### config.mk
export PLATFORM = sky130hd
export DESIGN_NAME = pc_unit
export DESIGN_NICKNAME = d
export VERILOG_FILES = /design/src/rtl/pc_pkg.sv /design/src/rtl/pc_unit_ras_stack.sv /design/src/rtl/pc_unit.sv
export SDC_FILE = /design/constraint.sdc
export NUM_CORES = 1
export LEC_CHECK = 0
export ABC_AREA = 1
export BUFFER_PORTS_ARGS = -buffer_cell sky130_fd_sc_hd__buf_2
export CAP_MARGIN = 20
export CORE_UTILIZATION = 40
export CTS_BUF_LIST = sky130_fd_sc_hd__clkbuf_16
export CTS_CLUSTER_SIZE = 20
export DETAILED_ROUTE_END_ITERATION = 8
export SLEW_MARGIN = 20
export SYNTH_ARGS = -nofsm -noshare
export SYNTH_HDL_FRONTEND = slang
export SYNTH_HIERARCHICAL = 1
export SYNTH_SLANG_ARGS = --single-unit
### constraint.sdc
create_clock -name clk -period 2.8 [get_ports clk]
set_input_delay 0.28 -clock clk [delete_from_list [all_inputs] [get_ports clk]]
set_output_delay 0.28 -clock clk [all_outputs]
set_load 0.02 [all_outputs]
### src/rtl/pc_pkg.sv
// Shared definitions for the program-counter unit: next-PC source codes and
// default vector/increment constants.
package pc_pkg;

    typedef enum logic [2:0] {
        NPC_SEQ  = 3'd0,
        NPC_BR   = 3'd1,
        NPC_JMP  = 3'd2,
        NPC_CALL = 3'd3,
        NPC_RET  = 3'd4,
        NPC_EXC  = 3'd5
    } npc_src_e;

    localparam logic [31:0] DEF_EXC_VECTOR = 32'h8000_0180;
    localparam int          DEF_INC        = 4;

endpackage

### src/rtl/pc_unit_ras_stack.sv
// Circular return-address stack: push overwrites the oldest entry when full,
// pop of an empty stack is ignored, flush clears the occupancy count.
module ras_stack #(
    parameter int WIDTH = 32,
    parameter int DEPTH = 4
) (
    input  logic             clk,
    input  logic             reset,
    input  logic             push,
    input  logic             pop,
    input  logic             flush,
    input  logic [WIDTH-1:0] push_data,
    output logic [WIDTH-1:0] top,
    output logic             empty,
    output logic             full
);
    localparam int PW = $clog2(DEPTH);
    localparam logic [PW:0] FULL_CNT = (PW+1)'(DEPTH);

    logic [WIDTH-1:0] mem [DEPTH];
    logic [PW-1:0]    ptr;
    logic [PW:0]      cnt;
    logic             do_pop, do_push;

    assign empty   = (cnt == '0);
    assign full    = (cnt == FULL_CNT);
    assign top     = mem[ptr];
    assign do_pop  = !flush && pop && !empty;
    assign do_push = !flush && !pop && push;

    always_ff @(posedge clk or posedge reset) begin
        if (reset) begin
            ptr <= '0;
            cnt <= '0;
        end else if (flush) begin
            ptr <= '0;
            cnt <= '0;
        end else if (do_pop) begin
            ptr <= ptr - 1'b1;
            cnt <= cnt - 1'b1;
        end else if (do_push) begin
            ptr <= ptr + 1'b1;
            if (!full) cnt <= cnt + 1'b1;
        end
    end

    // Entry storage carries no reset; contents are only read when cnt > 0.
    always_ff @(posedge clk) begin
        if (do_push) mem[ptr + 1'b1] <= push_data;
    end

endmodule

### src/rtl/pc_unit.sv
// Program-counter unit: priority-selects the next fetch address and keeps a
// small return-address stack that predicts jr $ra targets.
module pc_unit
    import pc_pkg::*;
#(
    parameter int               WIDTH        = 32,
    parameter logic [WIDTH-1:0] RESET_VECTOR = '0,
    parameter logic [WIDTH-1:0] EXC_VECTOR   = WIDTH'(DEF_EXC_VECTOR),
    parameter int               INC          = DEF_INC,
    parameter int               RAS_DEPTH    = 4
) (
    input  logic             clk,
    input  logic             reset,
    input  logic             stall,
    input  logic             exc_req,
    input  logic             br_taken,
    input  logic [WIDTH-1:0] br_target,
    input  logic             jmp,
    input  logic             call,
    input  logic [WIDTH-1:0] jmp_target,
    input  logic             ret,
    input  logic [WIDTH-1:0] ret_target,
    output logic [WIDTH-1:0] pc_out,
    output logic [WIDTH-1:0] pc_plus_inc,
    output logic             ras_empty,
    output logic             ras_full,
    output logic             misaligned
);
    npc_src_e         src;
    logic             advance;
    logic [WIDTH-1:0] npc, ras_top;

    assign pc_plus_inc = pc_out + WIDTH'(INC);
    assign misaligned  = (pc_out[1:0] != 2'b00);
    // An exception still redirects while stalled; everything else freezes.
    assign advance     = exc_req || !stall;

    always_comb begin
        src = NPC_SEQ;
        if (exc_req)       src = NPC_EXC;
        else if (ret)      src = NPC_RET;
        else if (call)     src = NPC_CALL;
        else if (jmp)      src = NPC_JMP;
        else if (br_taken) src = NPC_BR;
    end

    always_comb begin
        npc = pc_plus_inc;
        case (src)
            NPC_BR:           npc = br_target;
            NPC_JMP, NPC_CALL: npc = jmp_target;
            NPC_RET:          npc = ras_empty ? ret_target : ras_top;
            NPC_EXC:          npc = EXC_VECTOR;
            default:          npc = pc_plus_inc;
        endcase
    end

    always_ff @(posedge clk or posedge reset) begin
        if (reset)        pc_out <= RESET_VECTOR;
        else if (advance) pc_out <= npc;
    end

    ras_stack #(
        .WIDTH (WIDTH),
        .DEPTH (RAS_DEPTH)
    ) u_ras (
        .clk       (clk),
        .reset     (reset),
        .push      (advance && src == NPC_CALL),
        .pop       (advance && src == NPC_RET),
        .flush     (exc_req),
        .push_data (pc_plus_inc),
        .top       (ras_top),
        .empty     (ras_empty),
        .full      (ras_full)
    );

endmodule

Word level (Yosys, flattened, before mapping)
Memory sizes are Yosys's and may differ from the RTL's.
Cells that the tools add are included.
{ "op_classes": {"add_sub_neg": 5, "eq_ne": 7, "n_mux": 16, "reduce_logical": 16} }
{ "op_table": {"columns": ["operator", "count"], "rows": [
  ["32-bit one-hot mux with 4 select lines", 1],
  ["32-bit by 3-bit adder with 32-bit output, second input constant", 1],
  ["32-bit 2-to-1 mux", 1],
  ["3-bit 2-to-1 mux", 6],
  ["2-bit 2-to-1 mux", 5],
  ["3-bit equality test, second input constant", 3],
  ["3-bit by 2-bit equality test with 1-bit output, second input constant", 2],
  ["1-bit logical AND", 6],
  ["1-bit zero test", 4],
  ["3-bit by 1-bit adder with 3-bit output, second input constant", 1],
  ["3-bit by 1-bit equality test with 1-bit output, second input constant", 1],
  ["3-bit zero test", 1],
  ["1-bit 2-to-1 mux", 3],
  ["3-bit by 2-bit != test with 1-bit output, second input constant", 1],
  ["3-bit nonzero test", 1],
  ["3-bit by 1-bit subtractor with 3-bit output, second input constant", 1],
  ["2-bit by 1-bit adder with 2-bit output, second input constant", 1],
  ["2-bit AND reduction", 1],
  ["2-bit nonzero test", 1],
  ["2-bit OR reduction", 1],
  ["2-bit by 1-bit subtractor with 2-bit output, second input constant", 1],
  ["1-bit logical OR", 1]
]} }
{ "totals": {"regBits": 37, "ram_bits": 128, "output_inout_bits": 67, "word_cells": 48, "memories": 1} }
{ "mem_list": {"columns": ["name", "depth", "word_bits", "read_ports", "rd_clocked_by_memory_dff", "wr", "line", "source"], "rows": [
  ["u_ras.mem", 4, 32, 1, 0, 1, "pc_unit_ras_stack.sv:20", "logic [WIDTH-1:0] mem [DEPTH];"]
]} }

Depth between registers and ports, before layout
Gate-level depths: netlist of the first run.
{ "depth": {"ltp_word": 13, "depth_mapped": 16, "depth_no_buf": 15} }

Modules after synthesis
The synthesis of the first run kept the hierarchy.
{ "by_module_without_submodules": {"columns": ["mod", "n_inst", "cells_each", "area_each_um2", "seq_area_each_um2"], "rows": [
  ["ras_stack", 1, 372, 5162.5, 3968.8],
  ["pc_unit", 1, 620, 3443.3, 800.8]
]} }

Least setup slack after synthesis of the first run
Ideal clock, no wire load.
{ "synth_path": {"path_type": "register to register", "from": "register u_ras.ptr[0]", "to": "memory u_ras.mem[3][0] (enable)", "setup_time_ns": 0.421, "arrival_time_ns": 2.362, "required_time_ns": 2.379, "slack_ns": 0.017, "stages_incl_launch_ff": 8, "path_buffers": 3, "path_cell_list": "dfrtp_1 -> buf_6 -> inv_4 -> buf_6 -> buf_6 -> ha_1 -> inv_1 -> nor2_1"} }
{ "synth_via": {"elab_chain_len": 1} }
{ "synth_lines": {"columns": ["element", "line", "source"], "rows": [
  ["start: declaration", "pc_unit_ras_stack.sv:21", "logic [PW-1:0] ptr;"],
  ["start signal: assignment", "pc_unit_ras_stack.sv:39", "ptr <= ptr - 1'b1;"],
  ["start signal: assignment", "pc_unit_ras_stack.sv:42", "ptr <= ptr + 1'b1;"],
  ["2-bit by 1-bit adder with 2-bit output", "pc_unit_ras_stack.sv:49", "if (do_push) mem[ptr + 1'b1] <= push_data;"],
  ["end: declaration", "pc_unit_ras_stack.sv:20", null]
]} }
No other way between the ends.

Worst setup path in the final report of the first run
{ "layout_path": {"from": "register pc_out[2]", "to": "output pc_plus_inc[22]"} }
{ "layout_via": {"elab_chain_len": 1} }
{ "layout_lines": {"columns": ["element", "line", "source"], "rows": [
  ["start: declaration", "pc_unit.sv:23", "output logic [WIDTH-1:0] pc_out,"],
  ["start signal: assignment", "pc_unit.sv:60", "else if (advance) pc_out <= npc;"],
  ["32-bit by 3-bit adder with 32-bit output", "pc_unit.sv:33", "assign pc_plus_inc = pc_out + WIDTH'(INC);"],
  ["end: declaration", "pc_unit.sv:24", "output logic [WIDTH-1:0] pc_plus_inc,"]
]} }
No other way between the ends.

==> results of run 1 <==
## synth_stat cells, types with 3 or more instances
master,count,area (um^2)
o21ai_1,11,55.1
xnor2_1,4,35.0
nand3_1,62,310
a21oi_2,4,35.0
nor2_4,4,45.0
buf_6,8,90.1
buf_2,16,80.1
nand2_1,251,942
nand4_1,3,18.8
o211ai_1,8,60.1
inv_1,53,199
nor2_2,6,37.5
edfxtp_1,128,3840
o21ai_0,95,475
a21oi_1,22,110
clkbuf_1,12,45.0
o22ai_1,32,200
ha_1,6,75.1
and2_1,8,50.1
nand2_2,7,43.8
nor2_1,186,698
dfrtp_1,37,926
buf_4,8,60.1
inv_2,5,18.8
## cell families (layout without fill, tap and decap cells)
| logic type | Yosys count | count (layout) | share of synthesized area [%] |
|---|---|---|---|
| mux | 1 | 1 | 0.131 |
| simple gates | 535 | 535 | 26.0 |
| buf+inv | 106 | 285 | 5.98 |
| other cells | 0 | 1 | 0 |
| compound gates | 173 | 173 | 11.0 |
| fa+ha+maj | 6 | 6 | 0.872 |
| xor+xnor | 6 | 6 | 0.611 |
| flops | 165 | 165 | 55.4 |
## per-layer routing
| metal | GRT usage (%) | vias up | share of wire, % |
|---|---|---|---|
| met5 | 0 | - | 0 |
| met4 | 8.40 | 0 | 1.8 |
| met3 | 4.85 | 35 | 7.5 |
| met2 | 40.9 | 322 | 47 |
| met1 | 37.3 | 3703 | 44 |
| li1 | - | 3656 | - |
## cells in the final DEF (no fill, tap or decap), types with 4 or more instances in the layout
cell | netlist | layout
a21oi_1 | 22 | 22
a21oi_2 | 4 | 4
and2_1 | 8 | 7
buf_12 | 0 | 5
buf_2 | 16 | 170
buf_4 | 8 | 17
clkbuf_16 | 0 | 17
dfrtp_1 | 37 | 36
edfxtp_1 | 128 | 128
ha_1 | 6 | 6
inv_1 | 53 | 54
inv_2 | 5 | 5
inv_6 | 0 | 4
nand2_1 | 251 | 251
nand2_2 | 7 | 7
nand3_1 | 62 | 62
nor2_1 | 186 | 181
nor2_2 | 6 | 7
nor2_4 | 4 | 8
o211ai_1 | 8 | 8
o21ai_0 | 95 | 95
o21ai_1 | 11 | 11
o22ai_1 | 32 | 32
xnor2_1 | 4 | 4
## stage by stage
step	power [mW]	instances	hold slack (ns)	setup slack [ns]	cell area, um^2
after floorplan	3.43	992	0.0585	0.0169	8610
after global placement	3.83	1413	0.204	0.665	9780
after detailed placement	3.84	1413	0.199	0.658	9780
after CTS	6.22	1446	0.163	0.138	10400
after global routing	6.40	1447	0.210	0.0251	10400
final	6.19	1447	0.178	0.196	10400
## tightest hold or removal path, cell delays in order
cell and delay (ns):
buf_2 0.08, nand2_1 0.04, nand3_1 0.06, a21oi_1 0.06, nand2_1 0.06
## registers in the layout (all words and copies together) (netlist names)
name	count
pc_out	32
u_ras/cnt	3
u_ras/mem	128
u_ras/ptr	2
## power by group through the flow
stage / Clock (mW) / Sequential (mW) / Combinational (mW)
final: 2.40 / 2.83 / 0.972
after global routing: 2.51 / 2.83 / 1.05
after CTS: 2.43 / 2.82 / 0.968
after detailed placement: 0 / 2.87 / 0.963
after global placement: 0 / 2.87 / 0.961
after floorplan: 0 / 2.90 / 0.527
## worst paths after layout
kind | startpoint | end | slack [ns] | depth (start not counted)
setup / recovery | pc_out[2] | pc_plus_inc[22] | 0.20 | 8
hold / removal | br_target[21] | pc_out[21] | 0.18 | 5
setup reg to reg | u_ras/ptr[0] | pc_out[13] | 0.78 | 10
hold reg to reg | u_ras/cnt[2] | u_ras/cnt[2] | 0.54 | 2
max in group asynchronous | reset | pc_out[17] | 1.88 | 4
min in group asynchronous | reset | u_ras/cnt[1] | 0.30 | 3
## cell type report
cell class	count	area, um^2	share of cell area [%]
diodes	1	2.50	0.0241
clock buffers	17	425	4.09
clock inverters	15	178	1.71
inverters	60	230	2.21
multi-input cells	721	3360	32.3
flip-flops and latches	165	4770	45.9
well taps	275	344	3.31
repair buffers	193	1090	10.5
## timing repair
| item | 4_1_cts | 5_1_grt |
|---|---|---|
| setup buffers | 0 | 0 |
| hold endpoints to repair | 33 | 0 |
| endpoints found under the setup margin | 0 | 3 |
| hold buffers | 1 | 0 |
| gates resized for setup | 0 | 2 |
==> key figures, run 1 <==
STA
  – Max transition margin: 42.7%
  – Max Freq: 384 MHz
  – Setup tns final: 0 ns
  – Worst slew pin tran: 0.853 ns
  – Clock skew: 0.0114 ns
  – Hold Fails Final Rpt: 0
  – Final Setup Violations: 0
  – Fin crit period: 2.60 ns
  – RSZ-0062 raised after global routing: false
  – Slew Viols, Final: 0
  – Final period utilization: 93.0%

Floorplan
  – # IOs: 171
  – Die width: 149 um
  – Die Height: 149 um
  – Core ar.: 21100 um^2
  – Standard-cell rows: 53
  – Die ar.: 22100 um^2
  – Initial Util: 40.8%

Route
  – Post-route DRC violation count: 0
  – Vias: 7716
  – DRT iter0 DRCs: 692
  – Final WL: 28100 um
  – Final ANT Viol Nets: 0
  – Routed WL per cell: 19.4 um
  – Vias per Instance: 5.33
  – Pre-antenna DRT Iters: 5

CTS
  – Clk pin slew, worst setup/hold paths: 0.07 ns
  – CTS tree: yes
  – Clk sink count: 165
  – # H-tree levels: 4
  – Clk Latency, worst-skew pair: 0.43 ns
  – Clock tree buffer depth: 2
  – Total CTS buffers: 17
  – Clock root buffer: clkbuf_16

Setup path
  – CP cell instances: ha_1 > nand3_1 > nor2_4 > nand3_1 > nor2_1 > nand2_1 > and2_2 > buf_2
  – Crit path largest cell delay: 0.45 ns
  – CP bufs+invs: 1
  – Crit-path most repeated cell: nand3_1
  – CP endpoint kind: output port
  – Required @ worst endpoint: 2.52 ns
  – Critical path arrival: 2.32 ns
  – Startpoint types: flip-flop
  – CP Max Fanout: 7
  – Setup CP Type: reg -> out
  – Delay-heaviest family, CP: simple AND/OR/NAND/NOR gates
  – CP max-delay cell: dfrtp_1

Power and ir drop
  – PwrDens: 596 nW/um^2
  – Leakage Power: 4.33 nW
  – Sequential share of power: 45.6%
  – Net Sw Frac: 28.3%
  – Int Power: 4.44 mW
  – Combinational power share: 15.7%
  – Net Switching: 1.76 mW
  – Worst-case vdd ir drop: 0.393 mV
  – Clock share of power: 38.7%

Layout
  – Area grow syn2layout: 20.8%
  – Final Core Density: 49.3%
  – Final Net Count: 1268
  – Fill cells: 2080
  – Share of cells above drive strength 1: 22.5%

Run status
  – Status: completed

Place
  – Post-DP HPWL: 20000 um
  – Port Buffer Count: 170
  – Routability cong.: 0.892

Synthesis
  – Synthesized area per cell: 8.68 um^2
  – Synth Instances: 992
  – Syn Std Cell Area: 8610 um^2
  – Syn Nets: 1102
  – Ys flop type: edfxtp_1
  – Asr flop ratio synth: 22.4%
  – #FFs+latches synth: 165
  – Seq/Total Area, Yosys: 55.4%
  – Post-synth EDFFs: 128
  – Ys Warns: 6
  – Yosys cell types: 35

Global route
  – Grt total ovfl: 0
  – Initial antenna violation count: 1
  – First-pass GRT wire length: 42500 um
  – Tot GR Track Use: 26.4%
  – Largest net degree at the start of global routing: 67
  – Number of global-route vias before repair: 7179

Run
  – Max-cap violation count: 0

Min path
  – Min-Delay Path Class: in -> reg
(Power assumes the default switching activity.)
==> run 2: changes to the inputs <==
--- a/config.mk
+++ b/config.mk
@@ -14,2 +14,3 @@
 export DETAILED_ROUTE_END_ITERATION = 8
+export PLACE_DENSITY_LB_ADDON = 0.2
 export SLEW_MARGIN = 20
==> constraint.sdc (replaced) <==
create_clock -name clk -period 2.8 [get_ports clk]
set_input_delay 0.84 -clock clk [delete_from_list [all_inputs] [get_ports clk]]
set_output_delay 0.84 -clock clk [all_outputs]
set_load 0.02 [all_outputs]
==> run 2 against run 1 <==
The flow now finishes with violations (negative setup slack). Largest cell class unchanged. Sequential power about the same. Critical path depth unchanged. Critical endpoint unchanged. Utilization increased by 2.3 points. Cell area increased by 4.6%. Sequential cell count unchanged. Hold slack improved by 0.15 ns.
==> key figures, run 2 (synthesized netlist as in run 1, its figures left out) <==
Run status
  – Status: finished with violations (was completed)
  – Violated checks: negative setup slack

Global route
  – First-pass GRT wire length: 40900 um (was 42500 um)
  – Largest net degree at the start of global routing: 67 (unchanged)
  – Tot GR Track Use: 25.3% (was 26.4%)
  – Initial antenna violation count: 1 (unchanged)
  – Grt total ovfl: 0 (unchanged)
  – Number of global-route vias before repair: 7129 (was 7179)

Layout
  – Most common cell after layout, fill and taps aside: nand2_1 (unchanged)
  – Reg area: 4790 um^2 (was 4770 um^2)
  – Biggest register: u_ras/mem (unchanged)
  – Fill cells: 2007 (was 2080)
  – Share of cells above drive strength 1: 29.8% (was 22.5%)
  – Max reg flops: 128 (unchanged)
  – Area grow syn2layout: 26.4% (was 20.8%)
  – N_diodes: 0 (was 1)
  – Most frequent cells in the layout: nand2_1, buf_2, nor2_1, edfxtp_1, o21ai_0 (was nand2_1, nor2_1, buf_2, edfxtp_1, o21ai_0)
  – Final Net Count: 1301 (was 1268)
  – Final Core Density: 51.6% (was 49.3%)
  – Area of the multi-input gates: 3570 um^2 (was 3360 um^2)
  – Biggest regs: u_ras/mem x128, pc_out x32, u_ras/cnt x3 (unchanged)

Place
  – Placement Setup Slack: 0.0790 ns (was 0.658 ns)
  – Post-DP HPWL: 19800 um (was 20000 um)
  – Routability cong.: 0.936 (was 0.892)
  – Port Buffer Count: 170 (unchanged)

STA
  – RSZ-0062 raised after global routing: true (was false)
  – Fin crit period: 2.82 ns (was 2.60 ns)
  – Max transition margin: 54.8% (was 42.7%)
  – Hold Fails Final Rpt: 0 (unchanged)
  – Final worst-path setup slack: -0.0206 ns (was 0.196 ns)
  – Final Setup Violations: 1 (was 0)
  – Clock skew: 0.0101 ns (was 0.0114 ns)
  – Max Freq: 355 MHz (was 384 MHz)
  – Final period utilization: 101% (was 93.0%)
  – Slew Viols, Final: 0 (unchanged)
  – Worst slew pin tran: 0.678 ns (was 0.853 ns)

Setup path
  – CP cell instances: ha_4 > nand3_4 > nor2_4 > nand3_2 > nor2_1 > nand2_1 > and2_4 > buf_2 (was ha_1 > nand3_1 > nor2_4 > nand3_1 > nor2_1 > nand2_1 > and2_2 > buf_2)
  – Startpoint types: flip-flop (unchanged)
  – CP endpoint kind: output port (unchanged)
  – CP max-delay cell: dfrtp_2 (was dfrtp_1)
  – Critical path arrival: 1.98 ns (was 2.32 ns)
  – CP Max Fanout: 5 (was 7)
  – Delay-heaviest family, CP: simple AND/OR/NAND/NOR gates (unchanged)
  – CP bufs+invs: 1 (unchanged)
  – Worst Setup SP: pc_out[3] (was pc_out[2])
  – FF-to-FF setup slack: 0.50 ns (was 0.78 ns)
  – Reg2reg start: u_ras/ptr[0] (unchanged)
  – Setup CP Type: reg -> out (unchanged)
  – Crit path largest cell delay: 0.42 ns (was 0.45 ns)
  – Required @ worst endpoint: 1.96 ns (was 2.52 ns)

CTS
  – Total CTS buffers: 17 (unchanged)
  – Clock tree buffer depth: 2 (unchanged)
  – Clk sink count: 165 (unchanged)
  – # H-tree levels: 4 (unchanged)
  – Clk pin slew, worst setup/hold paths: 0.06 ns (was 0.07 ns)
  – Hold_buf cts: 0 (was 1)
  – Clock root buffer: clkbuf_16 (unchanged)
  – CTS tree: yes (unchanged)
  – Clk Latency, worst-skew pair: 0.42 ns (was 0.43 ns)

Power and ir drop
  – Net Sw Frac: 27.7% (was 28.3%)
  – Net Switching: 1.73 mW (was 1.76 mW)
  – Worst-case vdd ir drop: 0.480 mV (was 0.393 mV)
  – PwrDens: 572 nW/um^2 (was 596 nW/um^2)
  – Clock share of power: 37.4% (was 38.7%)
  – Leakage Power: 4.54 nW (was 4.33 nW)
  – Sequential share of power: 45.4% (was 45.6%)
  – Combinational power share: 17.2% (was 15.7%)
  – Int Power: 4.50 mW (was 4.44 mW)

Floorplan
  – Standard-cell rows: 53 (unchanged)
  – Die ar.: 22100 um^2 (unchanged)
  – # IOs: 171 (unchanged)
  – Initial Util: 40.8% (unchanged)
  – Die Height: 149 um (unchanged)
  – Core ar.: 21100 um^2 (unchanged)
  – Die width: 149 um (unchanged)

Min path
  – Min-Delay Path Class: in -> async (was in -> reg)

Route
  – Final WL: 27700 um (was 28100 um)
  – Vias: 7780 (was 7716)
  – Post-route DRC violation count: 0 (unchanged)
  – Routed WL per cell: 18.7 um (was 19.4 um)
  – DRT iter0 DRCs: 647 (was 692)
  – Final ANT Viol Nets: 0 (unchanged)
  – Pre-antenna DRT Iters: 5 (unchanged)
  – Vias per Instance: 5.26 (was 5.33)

Run
  – Max-cap violation count: 0 (unchanged)
[run 2: changes by cell type in the layout (fill, tap and decap cells not counted), sizes merged]
cell         change
diode            -1
clkinv           +2
dlygate4sd3      -1
inv              -2
buf             +34
[run 2: per-layer routing]
metal,part of all wire (%),vias to the layer above,track usage [%]
met3,7.1,38,4.39
met2,46,296,39.6
met4,2.7,0,8.92
met5,0,-,0
met1,44,3724,35.4
li1,-,3722,-
[run 2: metrics by stage]
step	std cells	total power [mW]	TNS (ns)	instance area, um^2	hold WS (ns)
6_report	1479	6.22	-0.0206	10900	0.324
5_1_grt	1479	6.45	-0.648	10900	0.335
4_1_cts	1473	6.21	-0.356	10700	0.320
3_5_place_dp	1433	3.86	0	9930	0.519
3_3_place_gp	1433	3.86	0	9930	0.513
2_1_floorplan	992	3.43	-48.80	8610	0.485
[run 2: cell type report]
cell class	count	share of cell area (%)
multi-input combinational	721	32.8
clock inverter	15	1.50
tap	275	3.16
timing repair buffer	226	12.5
sequential	165	44.0
clock buffer	17	3.91
inverter	60	2.12
[run 2: power groups by stage]
stage / clock, mW / combinational (mW) / sequential, mW
6_report: 2.33 / 1.07 / 2.83
5_1_grt: 2.46 / 1.16 / 2.83
4_1_cts: 2.35 / 1.04 / 2.82
3_5_place_dp: 0 / 0.997 / 2.87
3_3_place_gp: 0 / 0.997 / 2.87
2_1_floorplan: 0 / 0.527 / 2.90
[run 2: path summary, 6_finish.rpt]
| path | endpoint | cells past startpoint |
|---|---|---|
| max in group asynchronous | pc_out[2] | 3 |
| min in group clk | u_ras/cnt[2] | 2 |
| worst max-delay path | pc_plus_inc[22] | 8 |
| worst min register to register | u_ras/cnt[2] | 2 |
| worst max register to register | pc_out[24] | 9 |
| worst min-delay path | u_ras/cnt[1] | 2 |
[run 2: worst reg2reg max path, cell delays in order, from the launching register on]
cell	delay [ns]
dfrtp_2	0.38
buf_4	0.53
o21ai_0	0.25
o22ai_1	0.18
nor2_1	0.07
nor2_1	0.23
o21ai_0	0.20
nand3_1	0.22
a21oi_1	0.09
nand2_1	0.09
[run 2: timing repair]
action / 4_1_cts / 5_1_grt
gates resized for setup: 51 / 43
setup endpoints to repair: 23 / 24
buffers inserted: 8 / 6
pin swaps: 5 / 4
==> run 3: changes to the inputs <==
- PLACE_DENSITY_LB_ADDON: 0.2 -> 0.05
- SLEW_MARGIN: 20 -> unset
==> run 3 against run 2 <==
The flow now finishes without violations. Clock skew is 0.0014 ns higher. Sequential share of layout area decreased by 1.3 points. Critical path depth stayed put. Maximum frequency up 0.75%. Routed wire length up 3.1%. Sequential power about the same. First-iteration DRC count is 5.4% lower. Clock power about the same. Critical endpoint unchanged. Largest cell class unchanged. Largest power group unchanged. Highest routed layer is now met5.
==> key figures, run 3 (synthesized netlist as in run 1, its figures left out) <==
Run status
  – Status: completed (was finished with violations)

STA
  – Fin crit period: 2.80 ns (was 2.82 ns)
  – Hold Fails Final Rpt: 0 (unchanged)
  – Final Setup Violations: 0 (was 1)
  – Max Freq: 357 MHz (was 355 MHz)
  – Worst slew pin tran: 0.662 ns (was 0.678 ns)
  – Worst-case hold slack: 0.339 ns (was 0.324 ns)
  – Max transition margin: 55.9% (was 54.8%)
  – Slew Viols, Final: 0 (unchanged)
  – Final period utilization: 100% (was 101%)
  – Clock skew: 0.0115 ns (was 0.0101 ns)
  – RSZ-0062 raised after global routing: true (unchanged)
  – Setup tns final: 0 ns (was -0.0206 ns)

Setup path
  – Required @ worst endpoint: 1.96 ns (about the same)
  – Critical path arrival: 1.96 ns (was 1.98 ns)
  – Setup CP Type: reg -> out (unchanged)
  – CP Max Fanout: 5 (unchanged)
  – Startpoint types: flip-flop (unchanged)
  – Worst Setup SP: pc_out[3] (unchanged)
  – Reg2reg start: u_ras/ptr[0] (unchanged)
  – CP endpoint kind: output port (unchanged)

Layout
  – Biggest register: u_ras/mem (unchanged)
  – Final Non-Filler Cells: 1502 (was 1479)
  – Max reg flops: 128 (unchanged)
  – Most frequent cells in the layout: nand2_1, buf_2, nor2_1, edfxtp_1, o21ai_0 (unchanged)
  – Area grow syn2layout: 30.1% (was 26.4%)
  – Fin area: 11200 um^2 (was 10900 um^2)
  – Most common cell after layout, fill and taps aside: nand2_1 (unchanged)
  – Fill cells: 2054 (was 2007)
  – N_diodes: 0 (unchanged)
  – Biggest regs: u_ras/mem x128, pc_out x32, u_ras/cnt x3 (unchanged)
  – Reg area: 4790 um^2 (about the same)
  – Share of cells above drive strength 1: 32.8% (was 29.8%)
  – Final Net Count: 1324 (was 1301)
  – Area of the multi-input gates: 3650 um^2 (was 3570 um^2)

Route
  – Vias per Instance: 5.20 (was 5.26)
  – Vias: 7809 (was 7780)
  – Post-route DRC violation count: 0 (unchanged)
  – Routed WL per cell: 19.0 um (was 18.7 um)
  – Final ANT Viol Nets: 0 (unchanged)
  – Pre-antenna DRT Iters: 5 (unchanged)
  – Final WL: 28500 um (was 27700 um)
  – DRT iter0 DRCs: 612 (was 647)

Power and ir drop
  – Net Switching: 1.95 mW (was 1.73 mW)
  – PwrDens: 562 nW/um^2 (was 572 nW/um^2)
  – Sequential share of power: 44.9% (was 45.4%)
  – Clock share of power: 37.1% (was 37.4%)
  – Worst-case vdd ir drop: 0.573 mV (was 0.480 mV)
  – Leakage Power: 4.68 nW (was 4.54 nW)
  – Int Power: 4.35 mW (was 4.50 mW)
  – Combinational power share: 18.0% (was 17.2%)
  – Net Sw Frac: 31.0% (was 27.7%)

Global route
  – Grt total ovfl: 0 (unchanged)
  – Tot GR Track Use: 26.2% (was 25.3%)
  – Largest net degree at the start of global routing: 67 (unchanged)
  – Number of global-route vias before repair: 7352 (was 7129)
  – Initial antenna violation count: 2 (was 1)
  – First-pass GRT wire length: 42500 um (was 40900 um)

CTS
  – CTS tree: yes (unchanged)
  – Total CTS buffers: 17 (unchanged)
  – Clock root buffer: clkbuf_16 (unchanged)
  – Clk sink count: 165 (unchanged)
  – Clk Latency, worst-skew pair: 0.44 ns (was 0.42 ns)
  – Clk pin slew, worst setup/hold paths: 0.08 ns (was 0.06 ns)
  – # H-tree levels: 4 (unchanged)
  – Hold_buf cts: 0 (unchanged)
  – Clock tree buffer depth: 2 (unchanged)

Floorplan
  – # IOs: 171 (unchanged)
  – Die ar.: 22100 um^2 (unchanged)
  – Die Height: 149 um (unchanged)
  – Core ar.: 21100 um^2 (unchanged)
  – Die width: 149 um (unchanged)
  – Initial Util: 40.8% (unchanged)
  – Standard-cell rows: 53 (unchanged)

Place
  – Port Buffer Count: 170 (unchanged)
  – Post-DP HPWL: 20500 um (was 19800 um)
  – Post-DP Area: 10000 um^2 (was 9930 um^2)
  – Routability cong.: 0.949 (was 0.936)
  – Placed insts: 1440 (was 1433)

Run
  – Max-cap violation count: 0 (unchanged)

Min path
  – Min-Delay Path Class: in -> async (unchanged)
==> run 3: cell types whose count changed in the layout (fill, tap and decap cells not counted), moves of 5 or more <==
cell,before,now
buf_4,53,76
nand2_1,242,235
nor2_4,13,19
buf_2,165,160
clkinv_8,0,5
nor2_1,162,157
==> run 3: critical path: stages (launching register included) <==
cell,delay (ns)
dfrtp_2,0.42
ha_4,0.17
nand3_4,0.08
nor2_4,0.20
nand3_2,0.14
nor2_1,0.12
nand2_1,0.07
and2_4,0.19
buf_6,0.13
==> run 3: layout make-up <==
| type | instances | share of cell area [%] |
|---|---|---|
| clock buffers | 17 | 3.80 |
| clock inverters | 15 | 1.58 |
| flip-flops and latches | 165 | 42.8 |
| repair buffers | 249 | 14.1 |
| inverters | 60 | 2.08 |
| well taps | 275 | 3.07 |
| multi-input cells | 721 | 32.6 |
==> run 3: metrics by stage <==
step | worst slack, ns | power, mW | utilization [%]
after floorplan | -0.381 | 3.43 | -
after global placement | 0.0847 | 3.88 | 47.4
after detailed placement | 0.0634 | 3.88 | 47.4
after CTS | -0.0649 | 6.27 | 51.9
after global routing | -0.116 | 6.53 | 53.1
final | 0.000346 | 6.30 | 53.1
==> run 3: what timing repair did <==
action / CTS / global route
buffers inserted: 18 / 12
endpoints found under the setup margin: 20 / 23
pin swaps: 12 / 14
gates resized for setup: 78 / 53
==> run 3: metal layers <==
metal | wire length (um) | track usage, % | up-vias
met5 | 13 | 0 | -
met4 | 597 | 7.84 | 2
met3 | 1540 | 3.62 | 42
met2 | 12800 | 39.2 | 235
met1 | 13600 | 39.2 | 3758
li1 | - | - | 3772
==> run 3: path summary, 6_finish.rpt <==
kind,to,slack (ns),cells past startpoint
max,pc_plus_inc[22],0.0003,8
min,u_ras/cnt[2],0.34,2
max reg2reg,pc_out[13],0.55,9
min reg2reg,u_ras/cnt[0],0.55,2
max in group asynchronous,pc_out[15],1.89,3
min in group clk,u_ras/cnt[0],0.55,2
==> run 3: power groups by stage <==
stage                     Combinational [mW]  Clock (mW)  Sequential [mW]
after floorplan                        0.527           0             2.90
after global placement                  1.02           0             2.87
after detailed placement                1.01           0             2.87
after CTS                               1.07        2.37             2.82
after global routing                    1.23        2.47             2.83
final                                   1.14        2.34             2.83
